**config.mk**
```make
export PLATFORM = sky130hd
export DESIGN_NAME = scr1_pipe_ialu_issue_flat
export DESIGN_NICKNAME = d
export VERILOG_FILES = /design/src/rtl/scr1_pipe_ialu_issue_if.sv /design/src/rtl/scr1_pipe_ialu_issue.sv /design/src/flat_wrapper.sv
export SDC_FILE = /design/constraint.sdc
export NUM_CORES = 1
export LEC_CHECK = 0
export CELL_PAD_IN_SITES_DETAIL_PLACEMENT = 0
export CELL_PAD_IN_SITES_GLOBAL_PLACEMENT = 1
export CORE_ASPECT_RATIO = 1.1
export CORE_MARGIN = 2
export CORE_UTILIZATION = 29
export CTS_BUF_LIST = sky130_fd_sc_hd__clkbuf_8
export DETAILED_ROUTE_END_ITERATION = 7
export PLACE_DENSITY_LB_ADDON = 0.1
export SYNTH_ARGS = -nofsm -noshare
export SYNTH_HDL_FRONTEND = slang
export SYNTH_SLANG_ARGS = --single-unit
```
**constraint.sdc**
```tcl
create_clock -name clk -period 1.95 [get_ports clk]
set_input_delay 0.195 -clock clk [delete_from_list [all_inputs] [get_ports clk]]
set_output_delay 0.195 -clock clk [all_outputs]
set_load 0.1 [all_outputs]
```
**src/rtl/scr1_pipe_ialu_issue_if.sv**
```systemverilog
// Handshake bundle between the IDU, the IALU, the MPRF writeback port and the IALU issue stage.
// The slave modport is the issue stage's view; the master modport is the surrounding pipeline's view.
interface scr1_pipe_ialu_issue_if #(
    parameter int CMD_W = 5,
    parameter int RD_W  = 5
);
    logic             idu_vd_i;
    logic             idu_rdy_o;
    logic [CMD_W-1:0] idu_cmd_i;
    logic             idu_rvm_i;
    logic [31:0]      idu_op1_i;
    logic [31:0]      idu_op2_i;
    logic [RD_W-1:0]  idu_rd_i;

    logic [CMD_W-1:0] exu2ialu_cmd_o;
    logic [31:0]      exu2ialu_main_op1_o;
    logic [31:0]      exu2ialu_main_op2_o;
    logic             exu2ialu_rvm_cmd_vd_o;
    logic [31:0]      ialu2exu_main_res_i;
    logic             ialu2exu_rvm_res_rdy_i;

    logic             wb_vd_o;
    logic             wb_rdy_i;
    logic [RD_W-1:0]  wb_rd_o;
    logic [31:0]      wb_data_o;

    modport slave (
        input  idu_vd_i, idu_cmd_i, idu_rvm_i, idu_op1_i, idu_op2_i, idu_rd_i,
        output idu_rdy_o,
        output exu2ialu_cmd_o, exu2ialu_main_op1_o, exu2ialu_main_op2_o, exu2ialu_rvm_cmd_vd_o,
        input  ialu2exu_main_res_i, ialu2exu_rvm_res_rdy_i,
        output wb_vd_o, wb_rd_o, wb_data_o,
        input  wb_rdy_i
    );

    modport master (
        output idu_vd_i, idu_cmd_i, idu_rvm_i, idu_op1_i, idu_op2_i, idu_rd_i,
        input  idu_rdy_o,
        input  exu2ialu_cmd_o, exu2ialu_main_op1_o, exu2ialu_main_op2_o, exu2ialu_rvm_cmd_vd_o,
        output ialu2exu_main_res_i, ialu2exu_rvm_res_rdy_i,
        input  wb_vd_o, wb_rd_o, wb_data_o,
        output wb_rdy_i
    );
endinterface

```
**src/rtl/scr1_pipe_ialu_issue.sv**
```systemverilog
// IALU issue/hold stage: latches one ALU instruction, holds it on the IALU until done, then writes back.
// Optional performance counters are enabled by defining SCR1_IALU_ISSUE_PERF_EN.
module scr1_pipe_ialu_issue #(
    parameter int CMD_W = 5,
    parameter int RD_W  = 5
) (
    input  logic                          clk,
    input  logic                          rst_n,
    input  logic                          flush_i,
    scr1_pipe_ialu_issue_if.slave         io,
    output logic [31:0]                   perf_exec_cyc_o,
    output logic [31:0]                   perf_instr_o
);

    typedef enum logic [1:0] {
        ST_IDLE = 2'd0,
        ST_EXEC = 2'd1,
        ST_WB   = 2'd2
    } state_e;

    state_e           state_q, state_d;
    logic [CMD_W-1:0] cmd_q, cmd_d;
    logic             rvm_q, rvm_d;
    logic [31:0]      op1_q, op1_d;
    logic [31:0]      op2_q, op2_d;
    logic [RD_W-1:0]  rd_q, rd_d;
    logic [31:0]      res_q, res_d;

    logic             idu_rdy;
    logic             accept;
    logic             exec_done;
    logic             in_exec;

    always_comb begin
        in_exec   = (state_q == ST_EXEC);
        idu_rdy   = ~flush_i & ((state_q == ST_IDLE) | ((state_q == ST_WB) & io.wb_rdy_i));
        accept    = io.idu_vd_i & idu_rdy;
        exec_done = in_exec & (~rvm_q | io.ialu2exu_rvm_res_rdy_i);
    end

    // Flush dominates; a result for x0 skips writeback and frees the stage immediately.
    always_comb begin
        state_d = state_q;
        cmd_d   = cmd_q;
        rvm_d   = rvm_q;
        op1_d   = op1_q;
        op2_d   = op2_q;
        rd_d    = rd_q;
        res_d   = res_q;

        if (accept) begin
            cmd_d = io.idu_cmd_i;
            rvm_d = io.idu_rvm_i;
            op1_d = io.idu_op1_i;
            op2_d = io.idu_op2_i;
            rd_d  = io.idu_rd_i;
        end

        if (flush_i) begin
            state_d = ST_IDLE;
        end else begin
            case (state_q)
                ST_IDLE: begin
                    if (accept) begin
                        state_d = ST_EXEC;
                    end
                end
                ST_EXEC: begin
                    if (exec_done) begin
                        if (rd_q == '0) begin
                            state_d = ST_IDLE;
                        end else begin
                            res_d   = io.ialu2exu_main_res_i;
                            state_d = ST_WB;
                        end
                    end
                end
                ST_WB: begin
                    if (io.wb_rdy_i) begin
                        state_d = accept ? ST_EXEC : ST_IDLE;
                    end
                end
                default: state_d = ST_IDLE;
            endcase
        end
    end

    always_ff @(posedge clk or negedge rst_n) begin
        if (!rst_n) begin
            state_q <= ST_IDLE;
            cmd_q   <= '0;
            rvm_q   <= 1'b0;
            op1_q   <= '0;
            op2_q   <= '0;
            rd_q    <= '0;
            res_q   <= '0;
        end else begin
            state_q <= state_d;
            cmd_q   <= cmd_d;
            rvm_q   <= rvm_d;
            op1_q   <= op1_d;
            op2_q   <= op2_d;
            rd_q    <= rd_d;
            res_q   <= res_d;
        end
    end

    // Command is masked outside EXEC so the IALU never sees a stale request.
    assign io.idu_rdy_o             = idu_rdy;
    assign io.exu2ialu_cmd_o        = in_exec ? cmd_q : '0;
    assign io.exu2ialu_main_op1_o   = op1_q;
    assign io.exu2ialu_main_op2_o   = op2_q;
    assign io.exu2ialu_rvm_cmd_vd_o = in_exec & rvm_q & ~flush_i;
    assign io.wb_vd_o               = (state_q == ST_WB);
    assign io.wb_rd_o               = rd_q;
    assign io.wb_data_o             = res_q;

`ifdef SCR1_IALU_ISSUE_PERF_EN
    logic [31:0] perf_exec_q, perf_exec_d;
    logic [31:0] perf_instr_q, perf_instr_d;

    always_comb begin
        perf_exec_d  = perf_exec_q;
        perf_instr_d = perf_instr_q;
        if (in_exec && (perf_exec_q != 32'hFFFF_FFFF)) begin
            perf_exec_d = perf_exec_q + 32'd1;
        end
        if (exec_done && !flush_i && (perf_instr_q != 32'hFFFF_FFFF)) begin
            perf_instr_d = perf_instr_q + 32'd1;
        end
    end

    always_ff @(posedge clk or negedge rst_n) begin
        if (!rst_n) begin
            perf_exec_q  <= '0;
            perf_instr_q <= '0;
        end else begin
            perf_exec_q  <= perf_exec_d;
            perf_instr_q <= perf_instr_d;
        end
    end

    assign perf_exec_cyc_o = perf_exec_q;
    assign perf_instr_o    = perf_instr_q;
`else
    assign perf_exec_cyc_o = '0;
    assign perf_instr_o    = '0;
`endif

    // An iterative IALU operation relies on its inputs staying frozen until the result is taken.
    hold_stable_a : assert property (@(posedge clk) disable iff (!rst_n)
        (io.exu2ialu_rvm_cmd_vd_o && !io.ialu2exu_rvm_res_rdy_i) |=>
            ($stable(io.exu2ialu_cmd_o) && $stable(io.exu2ialu_main_op1_o) &&
             $stable(io.exu2ialu_main_op2_o)));

endmodule

```
**src/flat_wrapper.sv**
```systemverilog
// flat-port wrapper written by rule: the top's interface ports become plain ports
module scr1_pipe_ialu_issue_flat 
#(
    parameter int CMD_W = 5,
    parameter int RD_W  = 5
)
  (clk, rst_n, flush_i, perf_exec_cyc_o, perf_instr_o, io_idu_vd_i, io_idu_cmd_i, io_idu_rvm_i, io_idu_op1_i, io_idu_op2_i, io_idu_rd_i, io_idu_rdy_o, io_exu2ialu_cmd_o, io_exu2ialu_main_op1_o, io_exu2ialu_main_op2_o, io_exu2ialu_rvm_cmd_vd_o, io_ialu2exu_main_res_i, io_ialu2exu_rvm_res_rdy_i, io_wb_vd_o, io_wb_rd_o, io_wb_data_o, io_wb_rdy_i);
  scr1_pipe_ialu_issue_if #(.CMD_W(CMD_W), .RD_W(RD_W)) io_i ();
  input  logic clk;
  input  logic rst_n;
  input  logic flush_i;
  output logic [31:0] perf_exec_cyc_o;
  output logic [31:0] perf_instr_o;
  input wire logic [$bits(io_i.idu_vd_i)-1:0] io_idu_vd_i;
  input wire logic [$bits(io_i.idu_cmd_i)-1:0] io_idu_cmd_i;
  input wire logic [$bits(io_i.idu_rvm_i)-1:0] io_idu_rvm_i;
  input wire logic [$bits(io_i.idu_op1_i)-1:0] io_idu_op1_i;
  input wire logic [$bits(io_i.idu_op2_i)-1:0] io_idu_op2_i;
  input wire logic [$bits(io_i.idu_rd_i)-1:0] io_idu_rd_i;
  output wire logic [$bits(io_i.idu_rdy_o)-1:0] io_idu_rdy_o;
  output wire logic [$bits(io_i.exu2ialu_cmd_o)-1:0] io_exu2ialu_cmd_o;
  output wire logic [$bits(io_i.exu2ialu_main_op1_o)-1:0] io_exu2ialu_main_op1_o;
  output wire logic [$bits(io_i.exu2ialu_main_op2_o)-1:0] io_exu2ialu_main_op2_o;
  output wire logic [$bits(io_i.exu2ialu_rvm_cmd_vd_o)-1:0] io_exu2ialu_rvm_cmd_vd_o;
  input wire logic [$bits(io_i.ialu2exu_main_res_i)-1:0] io_ialu2exu_main_res_i;
  input wire logic [$bits(io_i.ialu2exu_rvm_res_rdy_i)-1:0] io_ialu2exu_rvm_res_rdy_i;
  output wire logic [$bits(io_i.wb_vd_o)-1:0] io_wb_vd_o;
  output wire logic [$bits(io_i.wb_rd_o)-1:0] io_wb_rd_o;
  output wire logic [$bits(io_i.wb_data_o)-1:0] io_wb_data_o;
  input wire logic [$bits(io_i.wb_rdy_i)-1:0] io_wb_rdy_i;
  assign io_i.idu_vd_i = io_idu_vd_i;
  assign io_i.idu_cmd_i = io_idu_cmd_i;
  assign io_i.idu_rvm_i = io_idu_rvm_i;
  assign io_i.idu_op1_i = io_idu_op1_i;
  assign io_i.idu_op2_i = io_idu_op2_i;
  assign io_i.idu_rd_i = io_idu_rd_i;
  assign io_idu_rdy_o = io_i.idu_rdy_o;
  assign io_exu2ialu_cmd_o = io_i.exu2ialu_cmd_o;
  assign io_exu2ialu_main_op1_o = io_i.exu2ialu_main_op1_o;
  assign io_exu2ialu_main_op2_o = io_i.exu2ialu_main_op2_o;
  assign io_exu2ialu_rvm_cmd_vd_o = io_i.exu2ialu_rvm_cmd_vd_o;
  assign io_i.ialu2exu_main_res_i = io_ialu2exu_main_res_i;
  assign io_i.ialu2exu_rvm_res_rdy_i = io_ialu2exu_rvm_res_rdy_i;
  assign io_wb_vd_o = io_i.wb_vd_o;
  assign io_wb_rd_o = io_i.wb_rd_o;
  assign io_wb_data_o = io_i.wb_data_o;
  assign io_i.wb_rdy_i = io_wb_rdy_i;
  scr1_pipe_ialu_issue #(.CMD_W(CMD_W), .RD_W(RD_W)) u_core (.clk(clk), .rst_n(rst_n), .flush_i(flush_i), .io(io_i), .perf_exec_cyc_o(perf_exec_cyc_o), .perf_instr_o(perf_instr_o));
endmodule
```
[After elaboration in Yosys (flattened, before gate mapping)]
Index checks and enable logic that the tools add are counted.
Storage, ports and cells
  bits in registers: 109
  input port bits: 113
  output and inout port bits: 173
  word-level logic and storage cells: 35
Operators by class
  equality and inequality tests: 5
  mux-type cells: 8
  bitwise gates (word level): 11
  reductions and logical operators: 4
Operators by type and width (count)
  $mux W2: 5
  $ne A3 B2 Y1 const B: 3
  $and A1 B1 Y1: 6
  $pmux W2 S3: 1
  $logic_not A5 Y1: 1
  $mux W5: 1
  $reduce_and A4 Y1: 1
  $not A1 Y1: 3
  $reduce_and A3 Y1: 1
  $eq A2 B1 Y1 const B: 1
  $eq A2 B2 Y1 const B: 1
  $logic_not A2 Y1: 1
  $or A1 B1 Y1: 2
  $mux W1: 1

[Longest topological paths before layout]
  depth in word-level cells: 9
  depth in mapped cells: 5

[Worst setup path after synthesis]
Ideal clock, no wire load.
  kind: reg-to-reg
  from: reg u_core.rd_q[0] (netlist: u_core.io.wb_rd_o[0])
  to: reg u_core.res_q[0] (netlist: u_core.io.wb_data_o[0])
  library setup time: 0.125 ns
  arrival: 2.169 ns
  required time: 1.825 ns
  slack: -0.345 ns
  stages on the path, launching flop included: 5
  path buffers: 1
  cell sequence: dfrtp_1 > or4_4 > o211ai_4 > buf_6 > mux2_4
Between the ends
  cells in the longest elaborated chain, start to end: 3
RTL lines
  from (decl): line scr1_pipe_ialu_issue.sv:26  | logic [RD_W-1:0] rd_q, rd_d;
  from (signal assigned): line scr1_pipe_ialu_issue.sv:103  | rd_q <= rd_d;
  $logic_not A5 Y1: line scr1_pipe_ialu_issue.sv:70  | if (rd_q == '0) begin
  $not A1 Y1 (no source line)
  $reduce_and A4 Y1 (no source line)
  to (signal assigned): line scr1_pipe_ialu_issue.sv:104  | res_q <= res_d;
  to (decl): line scr1_pipe_ialu_issue.sv:27  | logic [31:0] res_q, res_d;
No other way between the ends.
A chain may end at the register's enable or synchronous reset.

[Final worst setup path]
  from: reg u_core.rd_q[0] (netlist: u_core.io.wb_rd_o[0])
  to: reg u_core.res_q[10] (netlist: u_core.io.wb_data_o[10])
The elaborated chain is that of the path after synthesis.

==> flow_summary.yaml <==
run_status:
  outcome: "finished clean"
cts:
  clk_pin_slew_ns: 0.11
  cts_tree: "built"
  cts_buffers: 9
  cts_sinks: 109
  ctsRootBufferMaster: "clkbuf_8"
  clockBufferDepth: 2
  clk_latency_ns: 0.38
  cts_max_level: 3
timing:
  finalHoldViolations: 0
  min_period_over_period_pct: 99.2
  holdWs_ns: 0.355
  max_slew.worst_pin.slew_ns: 0.580
  fin_skew_ns: 0.00898
  rsz0062_at_grt: "yes"
  slew-limit-headroom_pct: 61.3
  fmax_mhz: 517
  finalMaxSlewViolations: 0
  period_minus_slack_ns: 1.93
  setup_viol_count_final: 0
global_route:
  grt_max_degree: 43
  grt_pass1_vias: 3101
  antenna_found_initial: 0
  grt_overflow_total: 0
  grtUsageTotal_pct: 13.0
  grt_pass1_wl_um: 17300
floorplan:
  row_count: 48
  chipWidth_um: 126
  core_area_mm2: 0.0158
  die_y_um: 138
  ios: 286
  die-area_mm2: 0.0173
  start_util_pct: 29.9
drt:
  ant_nets: 0
  first_pass_iters: 4
  drcViolationCount: 0
  vias_per_cell: 4.06
  routedWlPerCell_um: 15.5
  routed_wl_um: 11700
  drtIter0Drc: 87
  vias: 3053
pwr:
  p_seq_share_pct: 26.4
  p_switching_mw: 6.73
  clkPwrFrac_pct: 13.7
  power.density_mw_per_mm2: 1690
  swShare_pct: 55.4
  p_total_mw: 12.2
  intPower_mw: 5.42
  p_leak_nw: 3.39
  ir_drop_v: 0.000742
  combPwrFrac_pct: 59.9
min_path:
  hp-class: "in2async"
synthesis:
  synth_compound_area_share_pct: 0.715
  synth_area_per_cell_um2: 15.2
  yosysSeqAreaShare_pct: 57.7
  muxShareOfSynthArea_pct: 27.8
  synth_top_family_by_area: "multiplexers"
  ys_ff_latch: 109
  synthSimpleGateAreaFrac_pct: 1.99
  syn_area_mm2: 0.00473
  yosysTopAreaCell: "dfrtp_1"
  ys_warn_count: 0
  syn_inst: 311
  synth_cell_types: 20
  synth_top_cell_area_share_pct: 57.7
  synthAdderAreaFrac_pct: 0
  synth_area_leaders: "dfrtp_1 (58%), mux2_2 (19%), buf_4 (10%), mux2_4 (9.2%), and2_1 (0.79%)"
  synth-xor-area-share_pct: 0
setup_path:
  rrSetupSlack_ns: 0.02
  criticalPathCategory: "reg2reg"
  cp_data_arrival_time_ns: 2.20
  critPathLaunchType: "register"
  reg2reg_depth: 5
  worstReg2RegEnd: "u_core.io.wb_data_o[10]$_DFFE_PN0P_"
  crit_fanout: 6
  worstSetupEndpointType: "register"
  crit_required_ns: 2.22
  rr_startpoint: "u_core.io.wb_rd_o[0]$_DFFE_PN0N_"
place:
  routabilityCongestion: 0.732
  dpl.hpwl_um: 8630
  port-buffer-count: 221
finish:
  nets: 660
  num_antenna_cells: 0
  drive_gt1_share_pct: 46.2
  fill_cells: 1474
  areaGrowthSynthToFinish_pct: 51.7
flow_run:
  maxCapViolations: 0
==> metal layers <==
layer | GRT usage [%] | wire length (um)
met5 | 0 | 0
met3 | 4.59 | 1050
met1 | 16.2 | 4680
met2 | 20.5 | 5750
met4 | 5.86 | 197
==> critical path, cell delays in order, from the launching register on <==
cell	delay [ns]
dfrtp_4	0.48
or4_4	0.50
o211ai_4	0.23
buf_4	0.18
buf_16	0.13
mux2_4	0.30
==> kinds of logic after synthesis <==
group	after synthesis
AOI/OAI and AO/OA	3
muxes	107
DFF	109
other	1
buffers and inverters	76
and+or+nand+nor	15
==> final cells by class <==
class                   instances  area (um^2)  area share [%]
inverters                       1         3.75          0.0523
flip-flops and latches        109         2740            38.1
well taps                     200          250            3.49
multi-input cells             189         1710            23.8
repair buffers                237         2230            31.1
clock buffers                  10          138            1.92
clock inverters                 6          109            1.52
==> repair_timing <==
action,in CTS,in global routing
buffers inserted,4,0
resized for setup,5,4
hold buffers,1,0
pin swaps,2,1
hold endpoints to repair,39,0
gates cloned,2,0
endpoints found under the setup margin,22,32
==> per-stage QoR <==
step | instance area [um^2] | TNS (ns) | std cells | setup slack (ns) | util (%)
finish | 7170 | 0 | 752 | 0.0152 | 45.4
global route | 7170 | -0.903 | 752 | -0.0542 | 45.4
CTS | 7190 | -0.404 | 753 | -0.0220 | 45.5
detailed placement | 6830 | -0.0780 | 730 | -0.0333 | 43.3
global placement | 6830 | -0.00602 | 730 | -0.00276 | 43.3
floorplan | 4970 | -3.72 | 374 | -0.130 | -
==> sequential cells by signal, indices dropped and copies added, names as in the netlist <==
| signal | count |
|---|---|
| u_core.io.exu2ialu_main_op2_o | 32 |
| u_core.rvm_q | 1 |
| u_core.io.wb_data_o | 32 |
| u_core.cmd_q | 5 |
| u_core.io.exu2ialu_main_op1_o | 32 |
| u_core.io.wb_rd_o | 5 |
| u_core.state_q | 2 |
==> placed cells by master (no fill, tap or decap) <==
cell             instances
mux2_4                  32
o21ai_0                  1
inv_1                    1
nand3_4                  1
dfrtp_2                  3
mux2_2                  75
nand2_1                  1
clkinv_2                 2
nor2_1                   1
nor3b_1                  1
nand2b_1                 2
buf_16                   1
buf_12                  11
dfrtp_1                105
and2_1                   6
nor2b_1                  2
clkbuf_8                10
bufinv_16                3
dfrtp_4                  1
inv_6                    1
dlygate4sd3_1            1
or4_4                    1
buf_4                  110
conb_1                  64
o211ai_4                 1
clkdlybuf4s50_1        111
buf_8                    1
buf_6                    2
o31ai_1                  1
==> Yosys cell counts <==
library cell  count
o211ai_4          1
buf_4            64
mux2_4           29
nand2_1           1
nor2b_1           2
and2_1            6
mux2_2           78
nor3b_1           1
conb_1            1
buf_6             3
nand2b_1          2
buf_1             3
inv_1             1
o31ai_1           1
nand3_1           1
buf_2             5
o21ai_0           1
dfrtp_1         109
or4_4             1
nor2_1            1
==> power groups by stage <==
stage / Combinational (mW) / Clock [mW] / Sequential [mW]
finish: 7.28 / 1.67 / 3.21
global placement: 7.24 / 0 / 3.24
floorplan: 1.54 / 0 / 7.50
global route: 7.45 / 1.83 / 3.29
CTS: 7.31 / 1.76 / 3.21
detailed placement: 7.27 / 0 / 3.25
==> how the worst max path moves through the flow <==
stage	startpoint	to	depth (start not counted)
6_report	u_core.io.wb_rd_o[0]$_DFFE_PN0N_	u_core.io.wb_data_o[10]$_DFFE_PN0P_	5
5_1_grt	u_core.io.wb_rd_o[0]$_DFFE_PN0N_	u_core.io.wb_data_o[9]$_DFFE_PN0P_	5
4_1_cts	u_core.io.wb_rd_o[0]$_DFFE_PN0N_	u_core.io.wb_data_o[29]$_DFFE_PN0P_	5
3_5_place_dp	u_core.io.wb_rd_o[0]$_DFFE_PN0N_	u_core.io.wb_data_o[30]$_DFFE_PN0P_	4
3_3_place_gp	u_core.io.wb_rd_o[0]$_DFFE_PN0N_	u_core.io.wb_data_o[30]$_DFFE_PN0P_	4
2_1_floorplan	u_core.io.wb_rd_o[0]$_DFFE_PN0N_	u_core.io.wb_data_o[0]$_DFFE_PN0P_	4
Note: power is estimated with default switching activity, not from simulation.
